`config.mk`:
```
export PLATFORM = sky130hd
export DESIGN_NAME = count_monitor_flat
export DESIGN_NICKNAME = d
export VERILOG_FILES = /design/src/rtl/count_monitor_pkg.sv /design/src/rtl/count_monitor_if.sv /design/src/rtl/count_monitor_step_predict.sv /design/src/rtl/count_monitor.sv /design/src/flat_wrapper.sv
export SDC_FILE = /design/constraint.sdc
export NUM_CORES = 1
export LEC_CHECK = 0
export BUFFER_PORTS_ARGS = -buffer_cell sky130_fd_sc_hd__buf_4
export CAP_MARGIN = 20
export CORE_MARGIN = 2
export CORE_UTILIZATION = 50
export DETAILED_ROUTE_END_ITERATION = 10
export GPL_ROUTABILITY_DRIVEN = 0
export PLACE_DENSITY = 0.73
export SLEW_MARGIN = 20
export SYNTH_ARGS = -nofsm -noshare
export SYNTH_HDL_FRONTEND = slang
export SYNTH_SLANG_ARGS = --single-unit
```
`constraint.sdc`:
```
create_clock -name clock -period 2.71 [get_ports clock]
set_input_delay 0.542 -clock clock [delete_from_list [all_inputs] [get_ports clock]]
set_output_delay 0.542 -clock clock [all_outputs]
set_load 0.005 [all_outputs]
```
`src/rtl/count_monitor_pkg.sv`:
```
// Shared types and constants for the count_monitor checker and its step predictor.
package count_monitor_pkg;

  typedef enum logic [1:0] {
    UP    = 2'd0,
    DOWN  = 2'd1,
    FAULT = 2'd2
  } state_e;

  localparam int CNT_W   = 3;
  localparam int CNT_TOP = (1 << CNT_W) - 1;

  localparam logic DIR_UP = 1'b1;
  localparam logic DIR_DN = 1'b0;

  // Top value of a counter of width w.
  function automatic int top_of(input int w);
    return (1 << w) - 1;
  endfunction

endpackage

```
`src/rtl/count_monitor_if.sv`:
```
// Observation bus between the bouncing counter (master side) and count_monitor (slave side).
interface count_monitor_if #(
  parameter int W       = 3,
  parameter int SWEEP_W = 8
);
  logic               enable;
  logic [W-1:0]       q;
  logic               dir;
  logic               at_top;
  logic               at_bot;
  logic               fault;
  logic               err;
  logic [SWEEP_W-1:0] sweeps;

  modport master (
    output enable, q,
    input  dir, at_top, at_bot, fault, err, sweeps
  );

  modport slave (
    input  enable, q,
    output dir, at_top, at_bot, fault, err, sweeps
  );
endinterface

```
`src/rtl/count_monitor_step_predict.sv`:
```
// Combinational prediction of the next legal counter value from the previous sample,
// the tracked direction and the delayed enable.
module count_monitor_step_predict
  import count_monitor_pkg::*;
#(
  parameter int W = 3
) (
  input  logic [W-1:0] q_prev_i,
  input  state_e       state_i,
  input  logic         en_d_i,
  output logic [W-1:0] exp_o,
  output logic         turn_top_o,
  output logic         turn_bot_o,
  output logic         step_taken_o
);

  localparam logic [W-1:0] TOP = W'(top_of(W));

  always_comb begin
    exp_o        = q_prev_i;
    turn_top_o   = 1'b0;
    turn_bot_o   = 1'b0;
    step_taken_o = en_d_i && (state_i != FAULT);
    if (step_taken_o) begin
      case (state_i)
        UP: begin
          if (q_prev_i == TOP) begin
            exp_o      = TOP - 1'b1;
            turn_top_o = 1'b1;
          end else begin
            exp_o = q_prev_i + 1'b1;
          end
        end
        DOWN: begin
          if (q_prev_i == '0) begin
            exp_o      = W'(1);
            turn_bot_o = 1'b1;
          end else begin
            exp_o = q_prev_i - 1'b1;
          end
        end
        default: exp_o = q_prev_i;
      endcase
    end
  end

endmodule

```
`src/rtl/count_monitor.sv`:
```
// Passive checker for a bouncing up/down counter: tracks direction, flags turns, counts round trips.
// Define MONITOR_SWEEP_EN to build the saturating round-trip counter; otherwise sweeps reads 0.
module count_monitor
  import count_monitor_pkg::*;
#(
  parameter int W       = 3,
  parameter int SWEEP_W = 8
) (
  input  logic            clock,
  input  logic            clear,
  count_monitor_if.slave  mon
);

  logic [W-1:0] q_prev_q;
  logic         en_d_q;
  state_e       state_q, state_d;
  logic         dir_q, dir_d;
  logic         at_top_q, at_top_d;
  logic         at_bot_q, at_bot_d;
  logic         err_q, err_d;
  logic         sweep_inc;

  logic [W-1:0] exp_val;
  logic         turn_top, turn_bot, step_taken;

  count_monitor_step_predict #(.W(W)) u_predict (
    .q_prev_i     (q_prev_q),
    .state_i      (state_q),
    .en_d_i       (en_d_q),
    .exp_o        (exp_val),
    .turn_top_o   (turn_top),
    .turn_bot_o   (turn_bot),
    .step_taken_o (step_taken)
  );

  always_comb begin
    state_d   = state_q;
    dir_d     = dir_q;
    at_top_d  = 1'b0;
    at_bot_d  = 1'b0;
    err_d     = err_q;
    sweep_inc = 1'b0;
    case (state_q)
      // Resync only on a clean zero sample; the counter restarts upward from there.
      FAULT: begin
        if (mon.q == '0) state_d = UP;
      end
      default: begin
        if (mon.q != exp_val) begin
          state_d = FAULT;
          err_d   = 1'b1;
        end else if (turn_top) begin
          state_d  = DOWN;
          at_top_d = 1'b1;
        end else if (turn_bot) begin
          state_d = UP;
        end else if (state_q == DOWN && step_taken && q_prev_q == W'(1) && mon.q == '0) begin
          at_bot_d  = 1'b1;
          sweep_inc = 1'b1;
        end
      end
    endcase
    case (state_d)
      UP:      dir_d = DIR_UP;
      DOWN:    dir_d = DIR_DN;
      default: dir_d = dir_q;
    endcase
  end

  always_ff @(posedge clock or posedge clear) begin
    if (clear) begin
      q_prev_q <= '0;
      en_d_q   <= 1'b0;
      state_q  <= UP;
      dir_q    <= DIR_UP;
      at_top_q <= 1'b0;
      at_bot_q <= 1'b0;
      err_q    <= 1'b0;
    end else begin
      q_prev_q <= mon.q;
      en_d_q   <= mon.enable;
      state_q  <= state_d;
      dir_q    <= dir_d;
      at_top_q <= at_top_d;
      at_bot_q <= at_bot_d;
      err_q    <= err_d;
    end
  end

`ifdef MONITOR_SWEEP_EN
  logic [SWEEP_W-1:0] sweeps_q, sweeps_d;

  always_comb begin
    sweeps_d = sweeps_q;
    if (sweep_inc && sweeps_q != {SWEEP_W{1'b1}}) sweeps_d = sweeps_q + 1'b1;
  end

  always_ff @(posedge clock or posedge clear) begin
    if (clear) sweeps_q <= '0;
    else       sweeps_q <= sweeps_d;
  end

  assign mon.sweeps = sweeps_q;
`else
  logic sweep_inc_unused;
  assign sweep_inc_unused = sweep_inc;
  assign mon.sweeps       = {SWEEP_W{1'b0}};
`endif

  assign mon.dir    = dir_q;
  assign mon.at_top = at_top_q;
  assign mon.at_bot = at_bot_q;
  assign mon.fault  = (state_q == FAULT);
  assign mon.err    = err_q;

endmodule

```
`src/flat_wrapper.sv`:
```
// flat-port wrapper written by rule: the top's interface ports become plain ports
module count_monitor_flat import count_monitor_pkg::*;
#(
  parameter int W       = 3,
  parameter int SWEEP_W = 8
)
  (clock, clear, mon_enable, mon_q, mon_dir, mon_at_top, mon_at_bot, mon_fault, mon_err, mon_sweeps);
  count_monitor_if #(.W(W), .SWEEP_W(SWEEP_W)) mon_i ();
  input  logic clock;
  input  logic clear;
  input wire logic [$bits(mon_i.enable)-1:0] mon_enable;
  input wire logic [$bits(mon_i.q)-1:0] mon_q;
  output wire logic [$bits(mon_i.dir)-1:0] mon_dir;
  output wire logic [$bits(mon_i.at_top)-1:0] mon_at_top;
  output wire logic [$bits(mon_i.at_bot)-1:0] mon_at_bot;
  output wire logic [$bits(mon_i.fault)-1:0] mon_fault;
  output wire logic [$bits(mon_i.err)-1:0] mon_err;
  output wire logic [$bits(mon_i.sweeps)-1:0] mon_sweeps;
  assign mon_i.enable = mon_enable;
  assign mon_i.q = mon_q;
  assign mon_dir = mon_i.dir;
  assign mon_at_top = mon_i.at_top;
  assign mon_at_bot = mon_i.at_bot;
  assign mon_fault = mon_i.fault;
  assign mon_err = mon_i.err;
  assign mon_sweeps = mon_i.sweeps;
  count_monitor #(.W(W), .SWEEP_W(SWEEP_W)) u_core (.clock(clock), .clear(clear), .mon(mon_i));
endmodule
```
==> impl_metrics.tcl <==
set metrics [dict create \
    run_status "finished, final reports clean" \
    maxCapViolations 0 \
    ctsRootBufferMaster "clkbuf_4" \
    cts_inserted_buffers 3 \
    fin_nets 99 \
    drt_pass1_iterations 4 \
    cell_family_with_most_cp_delay "compound AO/OA/AOI/OAI gates" \
    power.static_leakage_nw 0.345 \
    finalCritPeriodShare_pct 90.0 \
    drive_above_1_share_pct 20.5 \
    max_stage_delay_ns 0.43 \
    clock_tree_skew_after_final_layout_ns 0.0111 \
    postRouteWirelength_mm 1.29 \
    groute.usage.overall_pct 17.0 \
    critical_path_depth 8 \
    remaining_drc_errors 0 \
    cts_tree "built" \
    core-area_um2 1300 \
    power_mw 0.317 \
    clock_tree.htree_level_count 1 \
    regToRegSetupSlack_ns 0.27 \
    post_synth_inst_count 76 \
    critPathBufInv 1 \
    startpoint_type "flop" \
    dp_hpwl_um 962 \
    fp-row-count 13 \
    critical_path_arrival_ns 2.64 \
    worstRegToRegCells 8 \
    n_antenna_cell 0 \
    syn_area_um2 699 \
    clk_path_buf_depth 2 \
    port-buffer-count 10 \
    hold_class "input port to asynchronous set/reset pin" \
    finalSetupViolations 0 \
    clk_pin_slew_worst_paths_ns 0.07 \
    antenna_left 0 \
    synth.avg_cell_area_um2 9.20 \
    post_drt_via_cell_ratio 5.50 \
    clock_sink_count 10 \
    timing.critical_path.to_type "flop" \
    cts.repair.resized 0 \
    grt_start_max_net_pins 15 \
    grt_pass1_vias 548 \
    crit_fanout 6 \
    num_vias 567 \
    antenna_found_initial 0 \
    grt_first_pass_wirelength_mm 2.27 \
    initial_utilization_pct 53.8 \
    power-per-cell-area_nw_per_um2 405 \
    chipHeight_um 41.4 \
    placed_cells_incl_taps 99 \
    finalMaxSlewViolations 0 \
    synth_seq_cells 10 \
    timing_hold_violations_final 0 \
    nFillCells 114 \
    cp_max_stage_cell "dfrtp_1" \
    die_area_um2 1710 \
    vdd_drop_max_uv 311 \
    multiInputGateArea_um2 380 \
    globalRouteOverflowTotal 0 \
    fin_cells 103 \
    yosys_warnings 0 \
    tns_ns 0 \
    critical_path_class "flop to flop" \
    worstReg2RegEnd "u_core.mon.dir$_DFFE_PP1P_" \
    layout.cells.most_common_list "buf_4, dfrtp_1, conb_1" \
    count_of_cell_types_in_the_netlist 31 \
    synth_sequential_area_ratio_pct 36.0 \
    regArea_um2 251 \
    drt_iter0_markers 10 \
    clk-insertion-delay-late_ns 0.27 \
    post_drt_wl_per_cell_um 12.6 \
    grt_setup_unrepaired "no" \
    post-route-min-period_ns 2.44 \
    r2r_start "u_core.q_prev_q[0]$_DFF_PP0_" \
    cts_hold_buffers 0 \
    layout_commonest_cell "buf_4" \
    syn_to_final_growth_pct 11.8 \
    worst_ep_required_time_ns 2.91 \
    timing.fmax_mhz 410 \
    dieWidth_um 41.4 \
    number_of_buffers_inserted_by_post_cts_setup_repair 0 \
    design.portCount 19 \
    cp_cell_sequence "inv_1 -> ha_1 -> or3b_1 -> a211oi_2 -> o21ai_0 -> a221o_1 -> a211oi_1 -> o32a_2" \
]
## cell families after synthesis
kind of cell / Yosys count / share of synthesized area [%]
xor gates and xnor gates: 1 / 1.25
DFF: 10 / 36.0
muxes: 1 / 1.43
adders and majority gates: 4 / 7.16
other: 1 / 0.536
AOI/OAI and AO/OA: 20 / 20.6
and+or+nand+nor: 23 / 19.7
buffers and inverters: 16 / 13.4
## layer usage
layer	part of all wire [%]	vias up	global-route usage, %
met5	0	-	0
met4	0.77	0	5.81
met3	7.7	2	8.26
met2	45	21	25.0
met1	46	264	21.5
li1	-	280	-
## sequential cells by signal, indices dropped and copies added (netlist names)
register           cells
u_core.en_d_q          1
u_core.mon.at_bot      1
u_core.mon.at_top      1
u_core.mon.dir         1
u_core.mon.err         1
u_core.q_prev_q        3
u_core.state_q         2
## worst reg2reg max path: stages, from the launching register on
cell	delay (ns)
dfrtp_1	0.43
inv_1	0.11
ha_1	0.27
or3b_1	0.41
a211oi_2	0.23
o21ai_0	0.10
a221o_1	0.36
a211oi_1	0.28
o32a_2	0.20
## how the worst max path moves through the flow
stage,start,end,slack (ns)
after global placement,u_core.q_prev_q[0]$_DFF_PP0_,u_core.mon.dir$_DFFE_PP1P_,0.34
after CTS,u_core.q_prev_q[0]$_DFF_PP0_,u_core.mon.dir$_DFFE_PP1P_,0.27
after detailed placement,u_core.q_prev_q[0]$_DFF_PP0_,u_core.mon.dir$_DFFE_PP1P_,0.29
final,u_core.q_prev_q[0]$_DFF_PP0_,u_core.mon.dir$_DFFE_PP1P_,0.27
after floorplan,u_core.q_prev_q[0]$_DFF_PP0_,u_core.mon.dir$_DFFE_PP1P_,0.47
after global routing,u_core.q_prev_q[0]$_DFF_PP0_,u_core.mon.dir$_DFFE_PP1P_,0.09
## report_power, final
group / internal (mW) / switching (mW) / total (mW)
sequential: 0.153 / 0.00512 / 0.159
combinational: 0.0238 / 0.0297 / 0.0535
clock: 0.0567 / 0.0481 / 0.105
## synth_stat cells
master	instances	share of area [%]
a32o_1	1	1.4
xnor2_1	1	1.3
inv_1	6	3.2
nor3_1	3	2.1
ha_1	4	7.2
mux2i_1	1	1.4
nor2_1	3	1.6
a221oi_1	1	1.3
and4_1	2	2.5
a21boi_1	1	1.1
a21o_2	1	1.3
or3_1	3	2.7
dfrtp_1	9	32
a21oi_1	4	2.9
or2b_1	1	1.1
o21bai_1	1	1.1
nand2_1	2	1.1
conb_1	1	0.54
nor2b_1	4	3.6
clkbuf_1	1	0.54
a211oi_1	1	1.1
or3b_1	1	1.3
nor3b_1	1	1.1
dfstp_2	1	3.8
o21ai_0	6	4.3
buf_4	9	9.7
nor4_1	2	1.8
o32a_2	1	1.6
a221o_1	2	2.9
and2_1	1	0.90
a211oi_2	1	1.8
## layout make-up
cell class / instances / share of cell area [%]
Clock buffer: 4 / 3.36
Inverter: 6 / 2.88
Multi-Input combinational cell: 57 / 48.6
Sequential cell: 10 / 32.2
Tap cell: 15 / 2.40
Timing Repair Buffer: 11 / 10.6
## per-stage QoR
| stage | setup WS (ns) | area (µm²) | util (%) | hold WS [ns] |
|---|---|---|---|---|
| global placement | 0.338 | 756 | 58.1 | 0.459 |
| floorplan | 0.470 | 726 | - | 0.381 |
| detailed placement | 0.290 | 756 | 58.1 | 0.473 |
| global route | 0.0947 | 782 | 60.1 | 0.292 |
| finish | 0.272 | 782 | 60.1 | 0.252 |
| CTS | 0.270 | 782 | 60.1 | 0.257 |
Note: power is estimated with default switching activity, not from simulation.
